$ cat src/rtl/frac_pkg.sv
// rtl/frac_pkg.sv - shared constants, frame types and FSM states for the fractional frame transmitter
package frac_pkg;

    localparam int          CTR_NUM    = 8;
    localparam int          FIFO_DEPTH = 2;
    localparam logic [7:0]  FRAME_HDR  = 8'hA5;

    typedef logic [6:0] frac_code_t;

    typedef struct packed {
        logic [7:0]                seq;
        frac_code_t [CTR_NUM-1:0]  code;
    } frame_t;

    typedef enum logic [2:0] {
        S_IDLE,
        S_HDR,
        S_SEQ,
        S_DATA,
        S_CSUM
    } tx_state_t;

    // A 7-bit code travels as a byte with the top bit cleared.
    function automatic logic [7:0] code_byte(input frac_code_t c);
        return {1'b0, c};
    endfunction

endpackage

$ cat src/rtl/frac_frame_tx_if.sv
// rtl/frac_frame_tx_if.sv - frame input strobe and byte output handshake bundle
interface frac_frame_tx_if
    import frac_pkg::*;
#(
    parameter int CTR_NUM = frac_pkg::CTR_NUM
);

    frac_code_t  in_data [CTR_NUM-1:0];
    logic        in_valid;
    logic [7:0]  tx_data;
    logic        tx_valid;
    logic        tx_ready;

    modport master (
        output in_data,
        output in_valid,
        output tx_ready,
        input  tx_data,
        input  tx_valid
    );

    modport slave (
        input  in_data,
        input  in_valid,
        input  tx_ready,
        output tx_data,
        output tx_valid
    );

endinterface

$ cat src/rtl/frac_frame_fifo.sv
// rtl/frac_frame_fifo.sv - single-clock FIFO holding whole frames, head exposed combinationally
module frac_frame_fifo
    import frac_pkg::*;
#(
    parameter int  DEPTH   = 2,
    parameter type entry_t = frame_t
) (
    input  logic                   clock,
    input  logic                   rst,
    input  logic                   push,
    input  entry_t                 push_data,
    input  logic                   pop,
    output logic                   full,
    output logic                   empty,
    output logic [$clog2(DEPTH):0] count,
    output entry_t                 head
);

    localparam int AW = $clog2(DEPTH);

    logic [AW:0] wr_ptr_q, wr_ptr_d;
    logic [AW:0] rd_ptr_q, rd_ptr_d;
    entry_t      mem_q [DEPTH];
    entry_t      mem_d [DEPTH];

    // Status flags: pointers carry one extra wrap bit so full and empty differ.
    always_comb begin
        count = wr_ptr_q - rd_ptr_q;
        full  = (count == (AW+1)'(DEPTH));
        empty = (wr_ptr_q == rd_ptr_q);
        head  = mem_q[rd_ptr_q[AW-1:0]];
    end

    // Next storage and pointers; the caller only pushes when there is room.
    always_comb begin
        mem_d    = mem_q;
        wr_ptr_d = wr_ptr_q;
        rd_ptr_d = rd_ptr_q;
        if (push) begin
            mem_d[wr_ptr_q[AW-1:0]] = push_data;
            wr_ptr_d                = wr_ptr_q + 1'b1;
        end
        if (pop) begin
            rd_ptr_d = rd_ptr_q + 1'b1;
        end
    end

    // Storage and pointer registers, emptied on reset.
    always_ff @(posedge clock or negedge rst) begin
        if (!rst) begin
            wr_ptr_q <= '0;
            rd_ptr_q <= '0;
            for (int i = 0; i < DEPTH; i++) begin
                mem_q[i] <= '0;
            end
        end else begin
            wr_ptr_q <= wr_ptr_d;
            rd_ptr_q <= rd_ptr_d;
            mem_q    <= mem_d;
        end
    end

endmodule

$ cat src/rtl/frac_frame_tx.sv
// rtl/frac_frame_tx.sv - buffers fractional-code frames and streams them out as checksummed bytes
module frac_frame_tx
    import frac_pkg::*;
#(
    parameter int         CTR_NUM    = frac_pkg::CTR_NUM,
    parameter int         FIFO_DEPTH = frac_pkg::FIFO_DEPTH,
    parameter logic [7:0] FRAME_HDR  = frac_pkg::FRAME_HDR
) (
    input  logic              clock,
    input  logic              rst,
    frac_frame_tx_if.slave    bus,
    output logic [15:0]       drop_cnt,
    output logic              busy
);

    localparam int IW = (CTR_NUM > 1) ? $clog2(CTR_NUM) : 1;
    localparam int CW = $clog2(FIFO_DEPTH) + 1;

    typedef struct packed {
        logic [7:0]                seq;
        frac_code_t [CTR_NUM-1:0]  code;
    } entry_t;

    tx_state_t   state_q, state_d;
    logic [7:0]  tx_data_q, tx_data_d;
    logic        tx_valid_q, tx_valid_d;
    logic [IW-1:0] idx_q, idx_d;
    logic [7:0]  csum_q, csum_d;
    logic [7:0]  seq_q, seq_d;
    logic [15:0] drop_q, drop_d;

    entry_t      wr_entry;
    entry_t      head;
    logic        fifo_full;
    logic        fifo_empty;
    logic [CW-1:0] fifo_count;
    logic        push;
    logic        pop;
    logic        xfer;
    logic [IW-1:0] idx_next;

    frac_frame_fifo #(
        .DEPTH   (FIFO_DEPTH),
        .entry_t (entry_t)
    ) u_fifo (
        .clock     (clock),
        .rst       (rst),
        .push      (push),
        .push_data (wr_entry),
        .pop       (pop),
        .full      (fifo_full),
        .empty     (fifo_empty),
        .count     (fifo_count),
        .head      (head)
    );

    assign xfer         = tx_valid_q && bus.tx_ready;
    assign idx_next     = idx_q + 1'b1;
    assign bus.tx_data  = tx_data_q;
    assign bus.tx_valid = tx_valid_q;
    assign drop_cnt     = drop_q;
    assign busy         = !fifo_empty || (state_q != S_IDLE);

    // Incoming frame is tagged with the sequence number it arrived under.
    always_comb begin
        wr_entry.seq = seq_q;
        for (int i = 0; i < CTR_NUM; i++) begin
            wr_entry.code[i] = bus.in_data[i];
        end
    end

    // Transmit FSM: byte selection, running checksum and head pop.
    always_comb begin
        state_d    = state_q;
        tx_data_d  = tx_data_q;
        tx_valid_d = tx_valid_q;
        idx_d      = idx_q;
        csum_d     = csum_q;
        pop        = 1'b0;
        case (state_q)
            S_IDLE: begin
                if (!fifo_empty) begin
                    tx_data_d  = FRAME_HDR;
                    tx_valid_d = 1'b1;
                    csum_d     = '0;
                    state_d    = S_HDR;
                end
            end
            S_HDR: begin
                if (xfer) begin
                    csum_d    = csum_q ^ tx_data_q;
                    tx_data_d = head.seq;
                    state_d   = S_SEQ;
                end
            end
            S_SEQ: begin
                if (xfer) begin
                    csum_d    = csum_q ^ tx_data_q;
                    tx_data_d = code_byte(head.code[0]);
                    idx_d     = '0;
                    state_d   = S_DATA;
                end
            end
            S_DATA: begin
                if (xfer) begin
                    csum_d = csum_q ^ tx_data_q;
                    if (idx_q == IW'(CTR_NUM - 1)) begin
                        tx_data_d = csum_q ^ tx_data_q;
                        state_d   = S_CSUM;
                    end else begin
                        idx_d     = idx_next;
                        tx_data_d = code_byte(head.code[idx_next]);
                    end
                end
            end
            S_CSUM: begin
                if (xfer) begin
                    pop = 1'b1;
                    // A frame arriving on this edge always fits, since the pop frees a slot.
                    if ((fifo_count != CW'(1)) || bus.in_valid) begin
                        tx_data_d = FRAME_HDR;
                        csum_d    = '0;
                        state_d   = S_HDR;
                    end else begin
                        tx_valid_d = 1'b0;
                        state_d    = S_IDLE;
                    end
                end
            end
            default: begin
                state_d    = S_IDLE;
                tx_valid_d = 1'b0;
            end
        endcase
    end

    // Sequence numbering counts every strobe; lost frames bump the saturating drop counter.
    always_comb begin
        seq_d  = seq_q;
        drop_d = drop_q;
        push   = bus.in_valid && (!fifo_full || pop);
        if (bus.in_valid) begin
            seq_d = seq_q + 8'd1;
            if (!push && (drop_q != 16'hFFFF)) begin
                drop_d = drop_q + 16'd1;
            end
        end
    end

    // State and output registers.
    always_ff @(posedge clock or negedge rst) begin
        if (!rst) begin
            state_q    <= S_IDLE;
            tx_data_q  <= '0;
            tx_valid_q <= 1'b0;
            idx_q      <= '0;
            csum_q     <= '0;
            seq_q      <= '0;
            drop_q     <= '0;
        end else begin
            state_q    <= state_d;
            tx_data_q  <= tx_data_d;
            tx_valid_q <= tx_valid_d;
            idx_q      <= idx_d;
            csum_q     <= csum_d;
            seq_q      <= seq_d;
            drop_q     <= drop_d;
        end
    end

endmodule

$ cat src/flat_wrapper.sv
// flat-port wrapper written by rule: the top's interface ports become plain ports
module frac_frame_tx_flat import frac_pkg::*;
#(
    parameter int         CTR_NUM    = frac_pkg::CTR_NUM,
    parameter int         FIFO_DEPTH = frac_pkg::FIFO_DEPTH,
    parameter logic [7:0] FRAME_HDR  = frac_pkg::FRAME_HDR
)
  (clock, rst, drop_cnt, busy, bus_in_data, bus_in_valid, bus_tx_ready, bus_tx_data, bus_tx_valid);
  frac_frame_tx_if #(.CTR_NUM(CTR_NUM)) bus_i ();
  input  logic clock;
  input  logic rst;
  output logic [15:0] drop_cnt;
  output logic busy;
  input wire logic [$bits(bus_i.in_data)-1:0] bus_in_data;
  input wire logic [$bits(bus_i.in_valid)-1:0] bus_in_valid;
  input wire logic [$bits(bus_i.tx_ready)-1:0] bus_tx_ready;
  output wire logic [$bits(bus_i.tx_data)-1:0] bus_tx_data;
  output wire logic [$bits(bus_i.tx_valid)-1:0] bus_tx_valid;
  assign bus_i.in_data = {>>{bus_in_data}};
  assign bus_i.in_valid = bus_in_valid;
  assign bus_i.tx_ready = bus_tx_ready;
  assign bus_tx_data = bus_i.tx_data;
  assign bus_tx_valid = bus_i.tx_valid;
  frac_frame_tx #(.CTR_NUM(CTR_NUM), .FIFO_DEPTH(FIFO_DEPTH), .FRAME_HDR(FRAME_HDR)) u_core (.clock(clock), .rst(rst), .bus(bus_i), .drop_cnt(drop_cnt), .busy(busy));
endmodule
$ cat config.mk
export PLATFORM = sky130hd
export DESIGN_NAME = frac_frame_tx_flat
export DESIGN_NICKNAME = d
export VERILOG_FILES = /design/src/rtl/frac_pkg.sv /design/src/rtl/frac_frame_tx_if.sv /design/src/rtl/frac_frame_fifo.sv /design/src/rtl/frac_frame_tx.sv /design/src/flat_wrapper.sv
export SDC_FILE = /design/constraint.sdc
export NUM_CORES = 1
export LEC_CHECK = 0
export CAP_MARGIN = 5
export CORE_ASPECT_RATIO = 0.7
export CORE_MARGIN = 10
export CORE_UTILIZATION = 54
export DETAILED_ROUTE_END_ITERATION = 10
export PLACE_DENSITY_LB_ADDON = 0.12
export SLEW_MARGIN = 10
export SYNTH_ARGS = -nofsm -noshare
export SYNTH_HDL_FRONTEND = slang
export SYNTH_SLANG_ARGS = --single-unit
export TNS_END_PERCENT = 5
$ cat constraint.sdc
create_clock -name clock -period 4.12 [get_ports clock]
set_clock_uncertainty 0.1 [all_clocks]
set_input_delay 0.824 -clock clock [delete_from_list [all_inputs] [get_ports clock]]
set_output_delay 0.824 -clock clock [all_outputs]
set_load 0.05 [all_outputs]
## After elaboration in Yosys (flattened, before gate mapping)

Index checks and enable logic that the tools add are counted.

| operators by class | value |
|---|---|
| div/mod/pow operators | 0 |
| multiply operators | 0 |
| equality and inequality tests | 19 |
| reduce and logical (&&, ||, !) cells | 22 |
| shift-type cells | 0 |
| mux-type cells | 39 |
| $add $sub $neg | 6 |
| order comparisons | 4 |
| bitwise logic cells | 4 |

Operator list:

| operator | count |
|---|---|
| 2-to-1 mux 64 bit | 4 |
| bitwise mux 128 bit | 1 |
| 2-to-1 mux 8 bit | 11 |
| demux 64 bit (select 1 bit) | 1 |
| one-hot mux 8 bit (5 select lines) | 1 |
| 2-to-1 mux 3 bit | 9 |
| one-hot mux 8 bit (3 select lines) | 1 |
| binary-select mux 7 bit (select 3 bit) | 1 |
| adder 16 x 1 -> 16 bit (second input constant) | 1 |
| inequality test 16 bit (second input constant) | 1 |
| inequality test 2 x 1 -> 1 bit (second input constant) | 8 |
| one-hot mux 3 bit (5 select lines) | 1 |
| adder 8 x 1 -> 8 bit (second input constant) | 1 |
| AND reduction 4 bit | 2 |
| XOR 8 bit | 1 |
| 2-to-1 mux 7 bit | 1 |
| AND reduction 7 bit | 1 |
| equality test 3 x 2 -> 1 bit (second input constant) | 2 |
| equality test 3 bit (second input constant) | 2 |
| 2-to-1 mux 1 bit | 6 |
| inequality test 2 bit (second input constant) | 3 |
| one-hot mux 3 bit (2 select lines) | 1 |
| AND reduction 6 bit | 1 |
| nonzero test 3 bit | 2 |
| other kinds (21) | 31 |

| word-level totals | value |
|---|---|
| latch bits | 0 |
| ROM bits | 0 |
| output and inout bits | 26 |
| input bits | 60 |
| logic and storage cells | 121 |
| memories kept | 0 |
| memory bits (writable) | 0 |
| register bits after elaboration | 179 |

## Longest topological paths before layout

Gate-level depths: netlist of run 1.

| logic depth | value |
|---|---|
| depth after elaboration | 9 |
| depth in mapped cells | 8 |
| mapped depth without buffers | 7 |

## Hierarchy

Synthesis of run 1 repeated with hierarchy kept, for this count alone.

| second synthesis, totals | value |
|---|---|
| cell total of the unflattened synthesis | 661 |
| area, all modules | 8,922.3 um2 |

Modules (own cells, without submodules):

| module | instances | area an instance (um2) | cells each | seq. area each (um2) |
|---|---|---|---|---|
| frac_frame_fifo | 1 | 5,931.9 | 359 | 3,303.2 |
| frac_frame_tx | 1 | 2,990.4 | 302 | 1,176.1 |

## Least setup slack after synthesis of run 1

No wires, ideal clock.

| timing | value |
|---|---|
| path type | register to register |
| start | register u_core.u_fifo.wr_ptr_q[0] |
| end | register u_core.tx_data_q[2], in the netlist u_core.bus.tx_data[2] |
| arrival | 2.103 ns |
| slack | 1.793 ns |
| cell stages (with the launch flop) | 7 |
| setup time | 0.125 ns |
| buffers on the path | 0 |
| clock period less this slack | 2.327 ns |
| required time | 3.895 ns |
| cells stage by stage | dfrtp_1 > inv_1 > ha_1 > xor3_2 > or3_1 > a221oi_4 > mux2_2 |

| between the ends | value |
|---|---|
| word-level cells in the longest chain between the ends | 5 |
| elaborated cells between the ends (all ways) | 7 |
| those cells by class | add/sub: 1; eq/ne: 4; reduce/logical: 2 |

Ends and longest elaborated chain:

| what | line | RTL |
|---|---|---|
| start: declaration | frac_frame_fifo.sv:21 | `logic [AW:0] wr_ptr_q, wr_ptr_d;` |
| start signal: assignment | frac_frame_fifo.sv:57 | `wr_ptr_q <= wr_ptr_d;` |
| subtractor 2 bit | frac_frame_fifo.sv:28 | `count = wr_ptr_q - rd_ptr_q;` |
| inequality test 2 x 1 -> 1 bit | frac_frame_tx.sv:120 | `if ((fifo_count != CW'(1)) \|\| bus.in_valid) begin` |
| logical OR 1 bit | frac_frame_tx.sv:120 |  |
| inequality test 2 x 1 -> 1 bit (no source line) | - |  |
| AND reduction 7 bit (no source line) * | - |  |
| end signal: assignment | frac_frame_tx.sv:162 | `tx_data_q <= tx_data_d;` |
| end: declaration | frac_frame_tx.sv:25 | `logic [7:0] tx_data_q, tx_data_d;` |

Mark *: on every way between the ends. The rest lies on a longest branch, timed or not.
A chain may end at the register's enable or synchronous reset.

## Worst setup path after layout of run 1

| timing | value |
|---|---|
| start | register u_core.u_fifo.rd_ptr_q[0] |
| end | output port busy |

| between the ends | value |
|---|---|
| word-level cells in the longest chain between the ends | 3 |

Ends and longest elaborated chain:

| what | line | RTL |
|---|---|---|
| start: declaration | frac_frame_fifo.sv:22 | `logic [AW:0] rd_ptr_q, rd_ptr_d;` |
| start signal: assignment | frac_frame_fifo.sv:58 | `rd_ptr_q <= rd_ptr_d;` |
| equality test 2 bit | frac_frame_fifo.sv:30 | `empty = (wr_ptr_q == rd_ptr_q);` |
| zero test 1 bit | frac_frame_tx.sv:62 | `assign busy = !fifo_empty \|\| (state_q != S_IDLE);` |
| logical OR 1 bit | frac_frame_tx.sv:62 |  |
| end: declaration | flat_wrapper.sv:13 | `output logic busy;` |

Every way passes these cells.

==> results of run 1 <==
-- routing by layer --
metal,up-vias,routed length [um],GRT usage
met5,-,0,0
met4,0,178,0.0494
met3,15,921,0.0481
met2,119,8770,0.279
met1,2829,8620,0.244
li1,2475,-,-
-- cells by family after synthesis --
logic type | Yosys count | share of synthesized area
mux | 181 | 0.271
flops | 179 | 0.526
simple gates | 131 | 0.0773
compound gates | 64 | 0.0492
buf+inv | 43 | 0.0323
xor+xnor | 34 | 0.0369
fa+ha+maj | 5 | 0.00735
-- report_power, final --
group / total (mW) / leakage (nW) / internal [mW] / switching (mW)
clock network: 1.58 / 0.280 / 0.907 / 0.677
registers: 2.88 / 2.19 / 2.46 / 0.423
logic: 1.86 / 1.66 / 1.11 / 0.759
total: 6.33 / 4.13 / 4.47 / 1.86
-- final cells by class --
class                           instances  area share
Sequential cell                       179       0.445
Clock inverter                         12      0.0129
Inverter                                5     0.00186
Multi-Input combinational cell        415       0.375
Timing Repair Buffer                   96      0.0964
Clock buffer                           19      0.0439
Tap cell                              200      0.0248
-- worst max-delay path, stage by stage, from the launching register on --
cell and delay (ns):
dfrtp_2 0.64, ha_1 0.39, nand3_1 0.11, clkdlybuf4s50_1 0.82
-- final timing paths --
path	endpoint	cells past startpoint	startpoint	slack, ns
worst max-delay path	busy	3	u_core.u_fifo.rd_ptr_q[0]	0.81
worst min-delay path	u_core.drop_cnt[7]	1	rst	0.31
worst max register to register	u_core.bus.tx_data[2]	5	u_core.u_fifo.rd_ptr_q[0]	1.11
worst min register to register	u_core.u_fifo.mem_q[112]	1	u_core.u_fifo.mem_q[112]	0.40
max in group asynchronous	u_core.csum_q[4]	2	rst	2.63
min in group clock	u_core.u_fifo.mem_q[112]	1	u_core.u_fifo.mem_q[112]	0.40
-- state kept, by name, summed over array words and instances, names as in the netlist --
signal                  cells
u_core.seq_q                8
u_core.bus.tx_valid         1
u_core.u_fifo.mem_q       128
u_core.bus.tx_data          8
u_core.drop_cnt            16
u_core.idx_q                3
u_core.u_fifo.rd_ptr_q      2
u_core.state_q              3
u_core.u_fifo.wr_ptr_q      2
u_core.csum_q               8
-- per-stage QoR --
stage	setup slack [ns]	std cells	utilization	cell area, um2
global route	0.691	926	0.650	10100
CTS	0.789	926	0.650	10100
detailed placement	0.837	895	0.613	9510
finish	0.814	926	0.650	10100
global placement	0.848	895	0.613	9510
floorplan	1.79	637	-	8510
-- cell usage in the layout, fill, tap and decap left out, drive strengths merged, types with 12 or more instances in the layout --
cell type and instances:
a21oi 13, nand3 16, o21ai 25, nand2 38
clkdlybuf4s50 84, mux4 26, nor2 28, mux2i 20
xnor2 24, buf 12, clkbuf 19, nand4 14
dfrtp 179, mux2 135
==> results.yml, run 1 <==
logic_synthesis:
  yosysMostFrequentCell: "dfrtp_1"
  synth_commonest_cells: "179 x dfrtp_1, 135 x mux2_2, 38 x nand2_1"
  syn_area_per_cell_um2: 13.4
  yosysTopAreaCell: "dfrtp_1"
  synth_fp_nets: 702
  synth_area_mm2: 0.00851
  yosysTopAreaCellShare: 0.526
  synth-async-reset-ratio: 1.00
  synthTopCellsByArea: "dfrtp_1 53%, mux2_2 18%, mux4_2 6.9%"
  yosysSeqAreaShare: 0.526
  synth_cells: 637
  synthFlopType: "dfrtp_1"
  ys_seq_elements: 179
  synth_edf_count: 0
  ys_types: 48
  yosysWarnings: 0
job:
  cap_violations: 0
final_layout:
  multiInputGateArea_mm2: 0.00378
  final_nets: 779
  seq_area_mm2: 0.00448
  fill_cells: 1147
  drive_gt1_frac: 0.295
  diodes: 0
  area_delta_synth_final_pct: 18.4
placement:
  hpwl_mm: 12.8
  io_buffers: 85
  gp_congestion: 0.810
hold_path:
  hold_path.class: "in -> async"
grt:
  grt_first_pass_wirelength_mm: 30.3
  overflow: 0
  track_usage: 0.179
  grt_antenna_before_repair: 0
  grt_start_max_net_pins: 79
  grt_pass1_vias: 5798
floorplan:
  die_area_mm2: 0.0213
  ioPinCount: 86
  die_h_um: 125
  rows: 38
  core_area_mm2: 0.0155
  start_util: 0.549
  die_x_um: 170
worst_setup_path:
  crit_path_max_fanout: 14
  worstSetupPathType: "reg -> out"
  startpoint_type: "flop"
  crit_path_end_kind: "output port"
  cp.required_ns: 3.20
  critPathArrivalTime_ns: 2.38
pwr:
  power.static_leakage_nw: 4.13
  ir_drop_uv: 360
  power.density_mw_per_mm2: 628
  finalPower_mw: 6.33
cts:
  clock_sinks: 179
  clk_pin_slew_ns: 0.06
  ctsHoldBuffers: 0
  cts_setup_buffers: 0
  clk_path_buf_depth: 2
  clock-root-buffer: "clkbuf_16"
  clk_latency_ns: 0.43
  cts_tree: "done"
  cts_resized: 0
  h-tree-depth: 4
  numCtsBuffers: 17
drt:
  vias: 5438
  drt-total-wl_mm: 18.5
  post_drt_via_cell_ratio: 5.87
  postRouteAntennaNets: 0
  wl_per_cell_um: 20.0
  drtIter0Drc: 426
  drc: 0
  first_pass_iters: 5
timing:
  finalSetupViolations: 0
  hold_viol_final: 0
  rsz0062_at_grt: "false"
  finalCritPeriodShare: 0.802
  slew_violations: 0
  fin_crit_ns: 3.31
  hold_slack_ns: 0.312
  worst_pin_slew_ns: 0.847
  slew_headroom: 0.430
  fin_setup_tns_ns: 0
  clock.fmax_ghz: 0.303
run_status:
  status: "finished clean"
Power figures use the tool's default switching activity.
==> inputs of run 2 (changes only) <==
--- a/config.mk
+++ b/config.mk
@@ -8,7 +8,7 @@
 export CAP_MARGIN = 5
 export CORE_ASPECT_RATIO = 0.7
 export CORE_MARGIN = 10
-export CORE_UTILIZATION = 54
+export CORE_UTILIZATION = 52
 export DETAILED_ROUTE_END_ITERATION = 10
 export PLACE_DENSITY_LB_ADDON = 0.12
 export SLEW_MARGIN = 10
==> constraint.sdc (replaced) <==
create_clock -name clock -period 2.8 [get_ports clock]
set_clock_uncertainty 0.1 [all_clocks]
set_input_delay 0.56 -clock clock [delete_from_list [all_inputs] [get_ports clock]]
set_output_delay 0.56 -clock clock [all_outputs]
set_load 0.05 [all_outputs]
==> run 2 against run 1 <==
Effect of this change:
- sequential share of layout area decreased by 0.87 points
- largest power group unchanged
- die area rose by 3.3%
- sequential power up 47%
- core utilization down 1.6 points
- non-clock buffer count up 15
- the flow now finishes with violations (hold timing)
- sequential cell count unchanged
- worst setup slack got worse by 0.70 ns
- largest cell class unchanged
- global-route usage down 0.40 points
- cell area grew 2.0%
- power grew 50%
- via count rose by 1.6%
==> results.yml, run 2 (same netlist as run 1, synthesis figures left out) <==
timing:
  slew_headroom: 0.617
  worst_pin_slew_ns: 0.573
  timing.final.ws_setup_ns: 0.112
  finalCritPeriodShare: 0.960
  fin_crit_ns: 2.69
  hold_slack_ns: -0.00150
  fin_setup_tns_ns: 0
  hold_viol_final: 3
  finalSetupViolations: 0
  slew_violations: 0
  clock.fmax_ghz: 0.372
final_layout:
  final_cells: 967
  mostFrequentLayoutCell: "dfrtp_1"
  final_cell_mix: "178 x dfrtp_1, 135 x mux2_2, 83 x clkdlybuf4s50_1, 38 x nand2_1, 26 x mux4_2"
  largest_reg_flops: 128
  diodes: 0
  drive_gt1_frac: 0.313
  final_nets: 794
  top_register: "u_core.u_fifo.mem_q"
  fin_area_mm2: 0.0103
  area_delta_synth_final_pct: 20.7
  fill_cells: 1264
  final_core_util: 0.635
placement:
  dp.cells: 931
  gp_congestion: 0.838
  post-place-ws_ns: 0.133
  io_buffers: 85
  hpwl_mm: 13.0
  placed_area_mm2: 0.00963
grt:
  grt_first_pass_wirelength_mm: 30.9
  grt_antenna_before_repair: 0
  grt_pass1_vias: 5895
  grt_start_max_net_pins: 66
  track_usage: 0.175
  overflow: 0
worst_setup_path:
  critPathArrivalTime_ns: 2.90
  cp_slowest_cell: "xor3_2"
  cp.required_ns: 3.01
  worstSetupPathType: "reg -> reg"
  slowest_delay_ns: 0.42
  crit_path_end_kind: "flop"
  startpoint_type: "flop"
  regToRegSetupSlack_ns: 0.11
  rr_startpoint: "u_core.u_fifo.wr_ptr_q[0]"
  crit_path_cell_trace: "inv_1 > ha_1 > xor3_2 > or3_1 > a221oi_4 > buf_4 > mux2_2"
  crit_path_max_fanout: 6
  crit_start: "u_core.u_fifo.wr_ptr_q[0]"
cts:
  clock-root-buffer: "clkbuf_16"
  clock_sinks: 179
  numCtsBuffers: 17
  cts_tree: "done"
  clk_pin_slew_ns: 0.07
  clk_latency_ns: 0.43
  clk_path_buf_depth: 2
  h-tree-depth: 4
  ctsHoldBuffers: 0
floorplan:
  die_x_um: 173
  rows: 39
  core_area_mm2: 0.0162
  die_h_um: 127
  die_area_mm2: 0.0220
  ioPinCount: 86
  start_util: 0.526
drt:
  postRouteAntennaNets: 0
  drc: 0
  drt-total-wl_mm: 18.9
  first_pass_iters: 5
  post_drt_via_cell_ratio: 5.71
  drtIter0Drc: 411
  vias: 5524
  wl_per_cell_um: 19.5
job:
  cap_violations: 0
pwr:
  ir_drop_uv: 507
  power.static_leakage_nw: 4.22
  power.density_mw_per_mm2: 924
  finalPower_mw: 9.50
hold_path:
  hold_path.class: "in -> async"
run_status:
  status: "finished with violations"
  violations: "hold timing"
==> run 2: changes by cell type in the layout (fill, tap and decap cells not counted), moves of 2 or more <==
cell      change
buf_4        +15
inv_8         +2
inv_6         +2
clkinv_2      -3
==> run 2: metal layers <==
metal / global-route usage / routed length (um) / vias to the layer above
met4: 0.0541 / 260 / 0
li1: - / - / 2518
met3: 0.0494 / 907 / 23
met5: 0 / 0 / -
met1: 0.236 / 8940 / 2852
met2: 0.272 / 8740 / 131
==> run 2: path summary, 6_finish.rpt <==
check | end | cells past startpoint
max in group asynchronous | u_core.u_fifo.mem_q[23] | 2
min reg2reg | u_core.drop_cnt[12] | 1
max reg2reg | u_core.bus.tx_data[2] | 7
max | u_core.bus.tx_data[2] | 7
min | u_core.drop_cnt[9] | 1
min in group clock | u_core.drop_cnt[12] | 1
==> run 2: repair_timing <==
action / CTS / global route
setup buffers: 0 / 4
gates resized for setup: 0 / 0
setup endpoints to repair: 0 / 7
==> run 2: cell type report <==
class | count | area [um2] | share of cell area
Timing Repair Buffer | 111 | 1090 | 0.106
Sequential cell | 179 | 4480 | 0.436
Tap cell | 225 | 282 | 0.0274
Clock buffer | 17 | 425 | 0.0414
Inverter | 5 | 18.8 | 0.00183
Clock inverter | 15 | 194 | 0.0189
Multi-Input combinational cell | 415 | 3780 | 0.368
==> run 2: power breakdown <==
group	leakage, nW	internal [mW]	switching (mW)	total (mW)
registers	2.19	3.61	0.622	4.24
logic	1.73	1.62	1.12	2.74
clock network	0.299	1.43	1.09	2.52
==> run 2: worst max-delay path: cells and delay by family (launching register included) <==
| kind | cells | cell delay (ns) |
|---|---|---|
| DFF | 1 | 0.41 |
| adders and majority gates | 1 | 0.22 |
| xor gates and xnor gates | 1 | 0.42 |
| and+or+nand+nor | 1 | 0.37 |
| muxes | 1 | 0.33 |
| buffers and inverters | 2 | 0.31 |
| AOI/OAI and AO/OA | 1 | 0.41 |
